<file path="src/rtl/ahb_write_buffer_pkg.sv">
// Shared AHB-Lite encodings and the downstream FSM state type for the posted-write buffer.
package ahb_write_buffer_pkg;

  localparam logic [1:0] HTRANS_IDLE   = 2'b00;
  localparam logic [1:0] HTRANS_NSEQ   = 2'b10;
  localparam logic [1:0] HTRANS_SEQ    = 2'b11;
  localparam logic [2:0] HBURST_SINGLE = 3'b000;
  localparam logic [3:0] HPROT_DEFAULT = 4'b0011;

  typedef enum logic [1:0] {
    D_IDLE    = 2'd0,
    D_WR_DATA = 2'd1,
    D_RD_DATA = 2'd2
  } dst_state_t;

endpackage

</file>
<file path="src/rtl/ahb_write_buffer_fifo.sv">
// Register-based synchronous FIFO; head is the oldest entry, valid whenever empty is low.
module sync_fifo_reg #(
  parameter int WIDTH = 8,
  parameter int DEPTH = 4
) (
  input  logic                     clk,
  input  logic                     rst,
  input  logic                     push,
  input  logic [WIDTH-1:0]         push_data,
  input  logic                     pop,
  output logic [WIDTH-1:0]         head,
  output logic                     full,
  output logic                     empty,
  output logic [$clog2(DEPTH):0]   level
);

  localparam int AW = $clog2(DEPTH);
  localparam logic [AW:0] FULL_LEVEL = (AW + 1)'(DEPTH);

  logic [WIDTH-1:0] mem [DEPTH];
  logic [AW-1:0]    wr_ptr;
  logic [AW-1:0]    rd_ptr;
  logic [AW:0]      count;
  logic             do_push;
  logic             do_pop;

  // Requests against a full or empty FIFO are dropped rather than corrupting state.
  assign do_push = push && !full;
  assign do_pop  = pop && !empty;
  assign full    = (count == FULL_LEVEL);
  assign empty   = (count == '0);
  assign level   = count;
  assign head    = mem[rd_ptr];

  always_ff @(posedge clk) begin
    if (do_push) begin
      mem[wr_ptr] <= push_data;
    end
  end

  always_ff @(posedge clk) begin
    if (rst) begin
      wr_ptr <= '0;
      rd_ptr <= '0;
      count  <= '0;
    end else begin
      if (do_push) wr_ptr <= wr_ptr + 1'b1;
      if (do_pop)  rd_ptr <= rd_ptr + 1'b1;
      case ({do_push, do_pop})
        2'b10:   count <= count + 1'b1;
        2'b01:   count <= count - 1'b1;
        default: count <= count;
      endcase
    end
  end

endmodule

</file>
<file path="src/rtl/ahb_write_buffer.sv">
// Posted-write buffer between an AHB-Lite master and slave: writes complete upstream with
// zero wait states while space exists; reads wait for the buffer to drain, then pass through.
module ahb_write_buffer
  import ahb_write_buffer_pkg::*;
#(
  parameter int W_ADDR = 32,
  parameter int W_DATA = 32,
  parameter int DEPTH  = 4
) (
  input  logic              clk,
  input  logic              rst,
  output logic              src_hready_resp,
  input  logic              src_hready,
  output logic              src_hresp,
  input  logic [W_ADDR-1:0] src_haddr,
  input  logic              src_hwrite,
  input  logic [1:0]        src_htrans,
  input  logic [2:0]        src_hsize,
  input  logic [W_DATA-1:0] src_hwdata,
  output logic [W_DATA-1:0] src_hrdata,
  input  logic              dst_hready_resp,
  output logic              dst_hready,
  input  logic              dst_hresp,
  output logic [W_ADDR-1:0] dst_haddr,
  output logic              dst_hwrite,
  output logic [1:0]        dst_htrans,
  output logic [2:0]        dst_hsize,
  output logic [2:0]        dst_hburst,
  output logic [3:0]        dst_hprot,
  output logic              dst_hmastlock,
  output logic [W_DATA-1:0] dst_hwdata,
  input  logic [W_DATA-1:0] dst_hrdata,
  output logic              wr_err,
  input  logic              wr_err_clr,
  output logic              empty
);

  localparam int ENTRY_W = W_ADDR + 3 + W_DATA;
  localparam int LVL_W   = $clog2(DEPTH) + 1;

  logic              dph_valid;
  logic              dph_write;
  logic [W_ADDR-1:0] dph_addr;
  logic [2:0]        dph_size;
  dst_state_t        d_state;

  logic               fifo_push;
  logic               fifo_pop;
  logic               fifo_full;
  logic               fifo_empty;
  logic [LVL_W-1:0]   fifo_level;
  logic [ENTRY_W-1:0] push_entry;
  logic [ENTRY_W-1:0] head_entry;
  logic [W_ADDR-1:0]  head_addr;
  logic [2:0]         head_size;
  logic [W_DATA-1:0]  head_data;

  logic addr_phase;
  logic rd_pending;
  logic issue_wr;
  logic issue_rd;

  assign addr_phase = src_hready && ((src_htrans == HTRANS_NSEQ) || (src_htrans == HTRANS_SEQ));
  assign rd_pending = dph_valid && !dph_write;
  assign push_entry = {dph_addr, dph_size, src_hwdata};
  assign {head_addr, head_size, head_data} = head_entry;

  // A write data phase completes exactly when it is pushed; a pop in the same cycle does not help.
  assign fifo_push = dph_valid && dph_write && !fifo_full;
  assign fifo_pop  = (d_state == D_WR_DATA) && dst_hready_resp;

  // Buffered writes always go first so a pending read observes every earlier write.
  assign issue_wr = (d_state == D_IDLE) && !fifo_empty;
  assign issue_rd = (d_state == D_IDLE) && fifo_empty && rd_pending;

  sync_fifo_reg #(
    .WIDTH (ENTRY_W),
    .DEPTH (DEPTH)
  ) u_fifo (
    .clk       (clk),
    .rst       (rst),
    .push      (fifo_push),
    .push_data (push_entry),
    .pop       (fifo_pop),
    .head      (head_entry),
    .full      (fifo_full),
    .empty     (fifo_empty),
    .level     (fifo_level)
  );

  always_ff @(posedge clk) begin
    if (rst) begin
      dph_valid <= 1'b0;
      dph_write <= 1'b0;
      dph_addr  <= '0;
      dph_size  <= '0;
    end else if (src_hready) begin
      dph_valid <= addr_phase;
      if (addr_phase) begin
        dph_write <= src_hwrite;
        dph_addr  <= src_haddr;
        dph_size  <= src_hsize;
      end
    end
  end

  always_comb begin
    src_hready_resp = 1'b1;
    src_hresp       = 1'b0;
    src_hrdata      = '0;
    if (d_state == D_RD_DATA) begin
      src_hrdata = dst_hrdata;
    end
    if (dph_valid) begin
      if (dph_write) begin
        src_hready_resp = !fifo_full;
      end else if (d_state == D_RD_DATA) begin
        src_hready_resp = dst_hready_resp;
        src_hresp       = dst_hresp;
      end else begin
        src_hready_resp = 1'b0;
      end
    end
  end

  always_comb begin
    dst_htrans = HTRANS_IDLE;
    dst_haddr  = '0;
    dst_hwrite = 1'b0;
    dst_hsize  = 3'b000;
    dst_hwdata = '0;
    if (issue_wr) begin
      dst_htrans = HTRANS_NSEQ;
      dst_haddr  = head_addr;
      dst_hwrite = 1'b1;
      dst_hsize  = head_size;
    end else if (issue_rd) begin
      dst_htrans = HTRANS_NSEQ;
      dst_haddr  = dph_addr;
      dst_hsize  = dph_size;
    end
    if (d_state == D_WR_DATA) begin
      dst_hwdata = head_data;
    end
  end

  // Every transfer returns through D_IDLE, which guarantees an IDLE cycle between transfers.
  always_ff @(posedge clk) begin
    if (rst) begin
      d_state <= D_IDLE;
      wr_err  <= 1'b0;
    end else begin
      case (d_state)
        D_IDLE: begin
          if (dst_hready_resp) begin
            if (issue_wr)      d_state <= D_WR_DATA;
            else if (issue_rd) d_state <= D_RD_DATA;
          end
        end
        D_WR_DATA: if (dst_hready_resp) d_state <= D_IDLE;
        D_RD_DATA: if (dst_hready_resp) d_state <= D_IDLE;
        default:   d_state <= D_IDLE;
      endcase
      if (fifo_pop && dst_hresp) wr_err <= 1'b1;
      else if (wr_err_clr)       wr_err <= 1'b0;
    end
  end

  assign empty         = (fifo_level == '0) && (d_state == D_IDLE);
  assign dst_hready    = dst_hready_resp;
  assign dst_hburst    = HBURST_SINGLE;
  assign dst_hprot     = HPROT_DEFAULT;
  assign dst_hmastlock = 1'b0;

endmodule

</file>
<file path="config.mk">
export PLATFORM = sky130hd
export DESIGN_NAME = ahb_write_buffer
export DESIGN_NICKNAME = d
export VERILOG_FILES = /design/src/rtl/ahb_write_buffer_pkg.sv /design/src/rtl/ahb_write_buffer_fifo.sv /design/src/rtl/ahb_write_buffer.sv
export SDC_FILE = /design/constraint.sdc
export NUM_CORES = 1
export LEC_CHECK = 0
export BUFFER_PORTS_ARGS = -buffer_cell sky130_fd_sc_hd__buf_2
export CORE_MARGIN = 2
export CORE_UTILIZATION = 45
export DETAILED_ROUTE_END_ITERATION = 8
export GPL_TIMING_DRIVEN = 0
export PLACE_DENSITY = 0.78
export SYNTH_ARGS = -nofsm -noshare
export SYNTH_HDL_FRONTEND = slang
export SYNTH_SLANG_ARGS = --single-unit
</file>
<file path="constraint.sdc">
create_clock -name clk -period 3 [get_ports clk]
set_clock_uncertainty 0.05 [all_clocks]
set_input_delay 0.6 -clock clk [delete_from_list [all_inputs] [get_ports clk]]
set_output_delay 0.6 -clock clk [all_outputs]
set_load 0.02 [all_outputs]
</file>
Word level (Yosys, flattened, before mapping)
Memories as Yosys holds them, arrays and structs flattened. A register that Yosys moved wholly into a read port is not among the register bits.
Cells that the tools add are included.

word-level totals
  bits in registers = 47
  bits in latches = 0
  bits in writable memories = 268
  bits in read-only memories = 0
  output and inout bits = 115
  word-level logic and storage cells = 73
  memories = 1

memories
  name        depth  width  read ports  clocked after memory_dff  wr ports  RTL line                     source
  u_fifo.mem  4      67     1           1                         1         ahb_write_buffer_fifo.sv:20  logic [WIDTH-1:0] mem [DEPTH];

cells by class
  add/subtract/negate cells = 4
  multiply operators = 0
  div/mod/pow operators = 0
  $lt $le $gt $ge = 0
  equal/unequal tests = 10
  shift operators = 0
  mux-type cells = 27
  bitwise operators = 0
  reduce and logical (&&, ||, !) cells = 22

operators by type and width
  cell                 count
  $mux 32              4
  $mux 2               8
  $logic_and 1x1->1    11
  $mux 1               11
  $eq 2x2->1 const B   4
  $mux 3               2
  $pmux 3 s2           1
  $add 2x1->2 const B  2
  $eq 2x1->1 const B   2
  $pmux 2 s2           1
  $reduce_bool 2->1    2
  $add 3x1->3 const B  1
  $eq 3x3->1 const B   1
  $logic_not 1->1      3
  $logic_not 3->1      1
  $ne 3x3->1 const B   1
  $reduce_and 3->1     1
  $sub 3x1->3 const B  1
  $logic_not 2->1      1
  $ne 2x1->1 const B   1
  $ne 2x2->1 const B   1
  $reduce_and 2->1     1
  $reduce_or 2->1      1
  $logic_or 1x1->1     1

Logic depth before layout (Yosys ltp)
  depth after elaboration = 7
  depth in mapped cells = 10
  mapped depth without buffers = 9

Hierarchy
Synthesis repeated with hierarchy kept, for this count alone.

unflattened totals
  cells, all modules = 720
  area, all modules = 12574.6 um^2

by module, submodules not included
  module            times used  cells an instance  area an instance (um^2)  seq. area each (um^2)
  sync_fifo_reg     1           404                10172.3                  8227.9
  ahb_write_buffer  1           316                2402.3                   800.8

Least setup slack after synthesis
No wires, ideal clock.

  path type = register -> register
  start point = register u_fifo.count[0], in the netlist u_fifo.level[0]
  end point = memory u_fifo.mem[1][0] (netlist name) (enable)
  setup time = 0.432 ns
  data arrival time = 2.479 ns
  data required time = 2.518 ns
  setup slack = 0.039 ns
  stages on the path, launching flop included = 5
  path buffers = 1
  cell sequence = dfxtp_1 or3b_1 and3_1 clkbuf_1 and2_1

on the way
  cells in the longest elaborated chain, start to end = 6

ends and longest elaborated chain
  element                           RTL line                                             source
  start, declared                   ahb_write_buffer_fifo.sv:23                          logic [AW:0] count;
  start signal, assigned            ahb_write_buffer_fifo.sv:50                          2'b10: count <= count + 1'b1;
  start signal, assigned            ahb_write_buffer_fifo.sv:51                          2'b01: count <= count - 1'b1;
  start signal, assigned            ahb_write_buffer_fifo.sv:52                          default: count <= count;
  $eq 3x3->1 (*)                    ahb_write_buffer_fifo.sv:30                          assign full = (count == FULL_LEVEL);
  $logic_not 1->1 (*)               ahb_write_buffer_fifo.sv:28, ahb_write_buffer.sv:69
  $logic_and 1x1->1                 ahb_write_buffer.sv:69                               assign fifo_push = dph_valid && dph_write && !fifo_full;
  $logic_and 1x1->1 (*)             ahb_write_buffer_fifo.sv:28                          assign do_push = push && !full;
  $mux 1 (*)                        ahb_write_buffer_fifo.sv:36                          if (do_push) begin
  $mux 1 (implied by the code) (*)  ahb_write_buffer_fifo.sv:37                          mem[wr_ptr] <= push_data;
  end, declared                     ahb_write_buffer_fifo.sv:20

Mark *: on every way between the ends. The rest lies on a longest branch, timed or not.

Final worst setup path
  start point = register d_state[0]
  end point = output port dst_haddr[23]

on the way
  cells in the longest elaborated chain, start to end = 5
  elaborated cells on any way between the ends = 6

ends and longest elaborated chain
  element                         RTL line                                        source
  start, declared                 ahb_write_buffer.sv:45                          dst_state_t d_state;
  start signal, assigned          ahb_write_buffer.sv:150                         d_state <= D_IDLE;
  start signal, assigned          ahb_write_buffer.sv:156                         if (issue_wr) d_state <= D_WR_DATA;
  start signal, assigned          ahb_write_buffer.sv:157                         else if (issue_rd) d_state <= D_RD_DATA;
  $logic_not 2->1 (*)             ahb_write_buffer.sv:73, ahb_write_buffer.sv:74
  $logic_and 1x1->1 (2 in a row)  ahb_write_buffer.sv:74                          assign issue_rd = (d_state == D_IDLE) && fifo_empty && rd_pending;
  $mux 32                         ahb_write_buffer.sv:137                         end else if (issue_rd) begin
  $mux 32 (*)                     ahb_write_buffer.sv:132                         if (issue_wr) begin
  end, declared                   ahb_write_buffer.sv:24                          output logic [W_ADDR-1:0] dst_haddr,

Marks and branches as above.

==> reports/metrics.yaml <==
synth:
  async_reset_ff_frac: 0
  synth_enable_flop_cells: 268
  syn_inst: 715
  syn_avg_cell_area_sq_um: 17.5
  ys_types: 33
  ys.warnings.count: 0
  synthFlopType: "edfxtp_1"
  synth_seq_cells: 317
  synth-seq-area-share: 0.723
  syn_area_sq_mm: 0.0125
global_route:
  grt_start_max_net_pins: 48
  grt_pass1_vias: 7263
  grt_pass1_wl_mm: 40.3
  grt.total_usage: 0.183
  grt_antenna_before_repair: 0
  overflow: 0
placement:
  place.gp.congestion: 0.863
  placed_area_sq_mm: 0.0141
  placedCellCount: 1309
  portBuffers: 211
  place_hpwl_mm: 17.4
  pre_cts_ws_ns: 0.310
clocking:
  clk_latency_ns: 0.54
  root_buffer: "clkbuf_16"
  numCtsBuffers: 31
  postCtsSetupBuffers: 0
  clk_pin_slew_ns: 0.06
  cts.path.max_buffers: 3
  htree_levels: 1
  numClockSinks: 317
  cts_resized: 11
  postCtsHoldBufs: 0
  cts_tree: "built"
route:
  ant_nets: 0
  drt_iter0_drc: 544
  drc: 0
  routedWlPerCell_um: 19.6
  routed_wl_mm: 26.8
  vias: 7063
  viasPerCell: 5.16
  dr.pass1.iters: 5
critical_path:
  startpoint_type: "flip-flop"
  critical_path.top_delay_family: "buffers and inverters"
  ff2ff_setup_slack_ns: 0.38
  cpMostUsedCell: "buf_4"
  critPathMaxStageDelay_ns: 0.38
  path_cells: "inv_1, ha_1, and3_1, buf_4, buf_4, a22o_1, buf_2"
  critPathMaxFanout: 10
  cp.arrival_ns: 2.28
  cp_slowest_cell: "dfxtp_1"
  r2r_end: "u_fifo.level[2]"
  worst-path-buf-inv: 4
  required_ns: 2.35
  path_class: "reg2out"
  endpoint_kind: "output pin"
  r2r_cells: 10
  reg2reg_from: "u_fifo.level[2]"
layout:
  fin_cells: 1368
  layout.nets: 1087
  layout-drive-gt1-share: 0.375
  multi_input_area_sq_mm: 0.00314
  synthToLayoutAreaGrowth_pct: 22.1
  fin_area_sq_mm: 0.0152
  ff_latch_area_sq_mm: 0.00903
  nFillCells: 2163
sta:
  layout_min_cycle_time_ns: 2.93
  tightest_slew_ns: 0.694
  slew_viol_final: 0
  relSlewSlack: 0.537
  post-route-period-util: 0.978
  finalHoldViolations: 0
  rsz0062_at_grt: "false"
  fmax_ghz: 0.341
  setup_ws_ns: 0.0667
  setup_violations: 0
flow_run:
  maxCapViolCount: 0
hold_path:
  min_to: "u_fifo.mem[2][26]"
  min_from: "src_hwdata[26]"
  hold-path-cell-count: 1
  hold_class: "in2reg"
pwr:
  power.density_mw_per_mm2: 595
  ir_drop_mv: 0.428
  power_uw: 9070
  p_leak_uw: 0.00554
die:
  die_w_um: 171
  ios: 223
  die_h_um: 171
  start_util: 0.461
  dieArea_sq_mm: 0.0291
  num_rows: 60
  fp.coreArea_sq_mm: 0.0271
run_status:
  status: "finished, final reports clean"
==> per-stage QoR <==
step	utilization	hold WS [ns]	setup TNS (ns)
6_report	0.562	0.220	0
5_1_grt	0.562	0.205	0
4_1_cts	0.562	0.192	0
3_5_place_dp	0.522	0.416	0
3_3_place_gp	0.518	0.409	-339.67
2_1_floorplan	-	0.417	0
==> per-layer routing <==
| metal | track usage | routed length, um | up-vias |
|---|---|---|---|
| li1 | - | - | 3242 |
| met1 | 0.237 | 10900 | 3517 |
| met2 | 0.324 | 13600 | 274 |
| met3 | 0.0335 | 1870 | 30 |
| met4 | 0.0409 | 401 | 0 |
| met5 | 0 | 0 | - |
==> where the power goes <==
part,leakage [uW],internal [uW],switching [uW]
registers,0.00283,4800,36.3
clock network,0.000508,2340,1570
logic,0.00220,129,199
==> placed cells by master, fill, tap and decap left out, drive strengths merged, types with 2 or more instances in the layout <==
cell type / netlist / final
conb: 2 / 9
o21ai: 2 / 2
mux4: 67 / 67
clkinvlp: 0 / 3
xor2: 3 / 3
dfxtp: 49 / 49
diode: 0 / 2
xnor2: 2 / 2
bufinv: 0 / 4
clkinv: 0 / 8
nand2: 77 / 77
ha: 8 / 8
buf: 29 / 244
inv: 8 / 9
edfxtp: 268 / 268
nor3: 2 / 2
clkbuf: 23 / 64
nor2b: 3 / 3
nand2b: 2 / 2
nor2: 11 / 11
and2: 70 / 70
a22o: 35 / 35
a21oi: 42 / 42
and3: 3 / 3
or2: 2 / 2
==> synth_stat cells (all sizes together) (2+ instances only) <==
cell | instances | area [sq um]
edfxtp | 268 | 8050
o21ai | 2 | 10.0
xor2 | 3 | 26.3
a22o | 35 | 307
nand2 | 77 | 289
nand2b | 2 | 12.5
ha | 8 | 100
mux4 | 67 | 1510
or2 | 2 | 12.5
nor2 | 11 | 41.3
and3 | 3 | 18.8
buf | 29 | 241
inv | 8 | 30.0
a21oi | 42 | 210
nor3 | 2 | 10.0
xnor2 | 2 | 17.5
nor2b | 3 | 18.8
clkbuf | 23 | 86.3
and2 | 70 | 438
dfxtp | 49 | 981
conb | 2 | 7.51
==> cells by family after synthesis <==
kind of cell	Yosys count	share of synthesized area
other	2	0.000602
AOI/OAI and AO/OA	81	0.0436
xor gates and xnor gates	5	0.00351
DFF	317	0.723
muxes	68	0.122
adders and majority gates	9	0.00962
buffers and inverters	60	0.0287
and+or+nand+nor	173	0.0690
==> state kept, by name, summed over array words and instances, names as in the netlist, named ones only <==
| signal | flops |
|---|---|
| d_state | 2 |
| dph_valid | 1 |
| u_fifo.rd_ptr | 2 |
| u_fifo.wr_ptr | 2 |
| dph_write | 1 |
| u_fifo.mem | 268 |
| wr_err | 1 |
| dph_size | 3 |
| dph_addr | 32 |
| u_fifo.level | 3 |
==> worst max-delay path by stage <==
stage / cells past startpoint / to / start
2_1_floorplan: 4 / u_fifo.mem[1][0] / u_fifo.level[0]
3_3_place_gp: 4 / u_fifo.mem[0][17] / u_fifo.level[0]
3_5_place_dp: 7 / dst_haddr[14] / d_state[0]
4_1_cts: 4 / dst_haddr[16] / flip-flop
5_1_grt: 5 / dst_hwdata[16] / flip-flop
6_report: 7 / dst_haddr[23] / d_state[0]
==> final cells by class <==
class                           count  area share
Timing Repair Buffer              215      0.0765
Clock buffer                       41      0.0560
Inverter                            8     0.00197
Multi-Input combinational cell    345       0.206
Buffer                             52      0.0232
Tap cell                          372      0.0306
Antenna cell                        2    0.000329
Sequential cell                   317       0.593
Clock inverter                     16      0.0125
==> worst register-to-register path: stages (launching register included) <==
cell,delay [ns]
dfxtp_1,0.40
or3b_1,0.40
and3_1,0.20
clkbuf_1,0.19
inv_1,0.11
ha_1,0.18
inv_1,0.06
fa_1,0.37
xor2_1,0.16
or3_1,0.30
a21oi_1,0.13
Note: power is estimated with default switching activity, not from simulation.
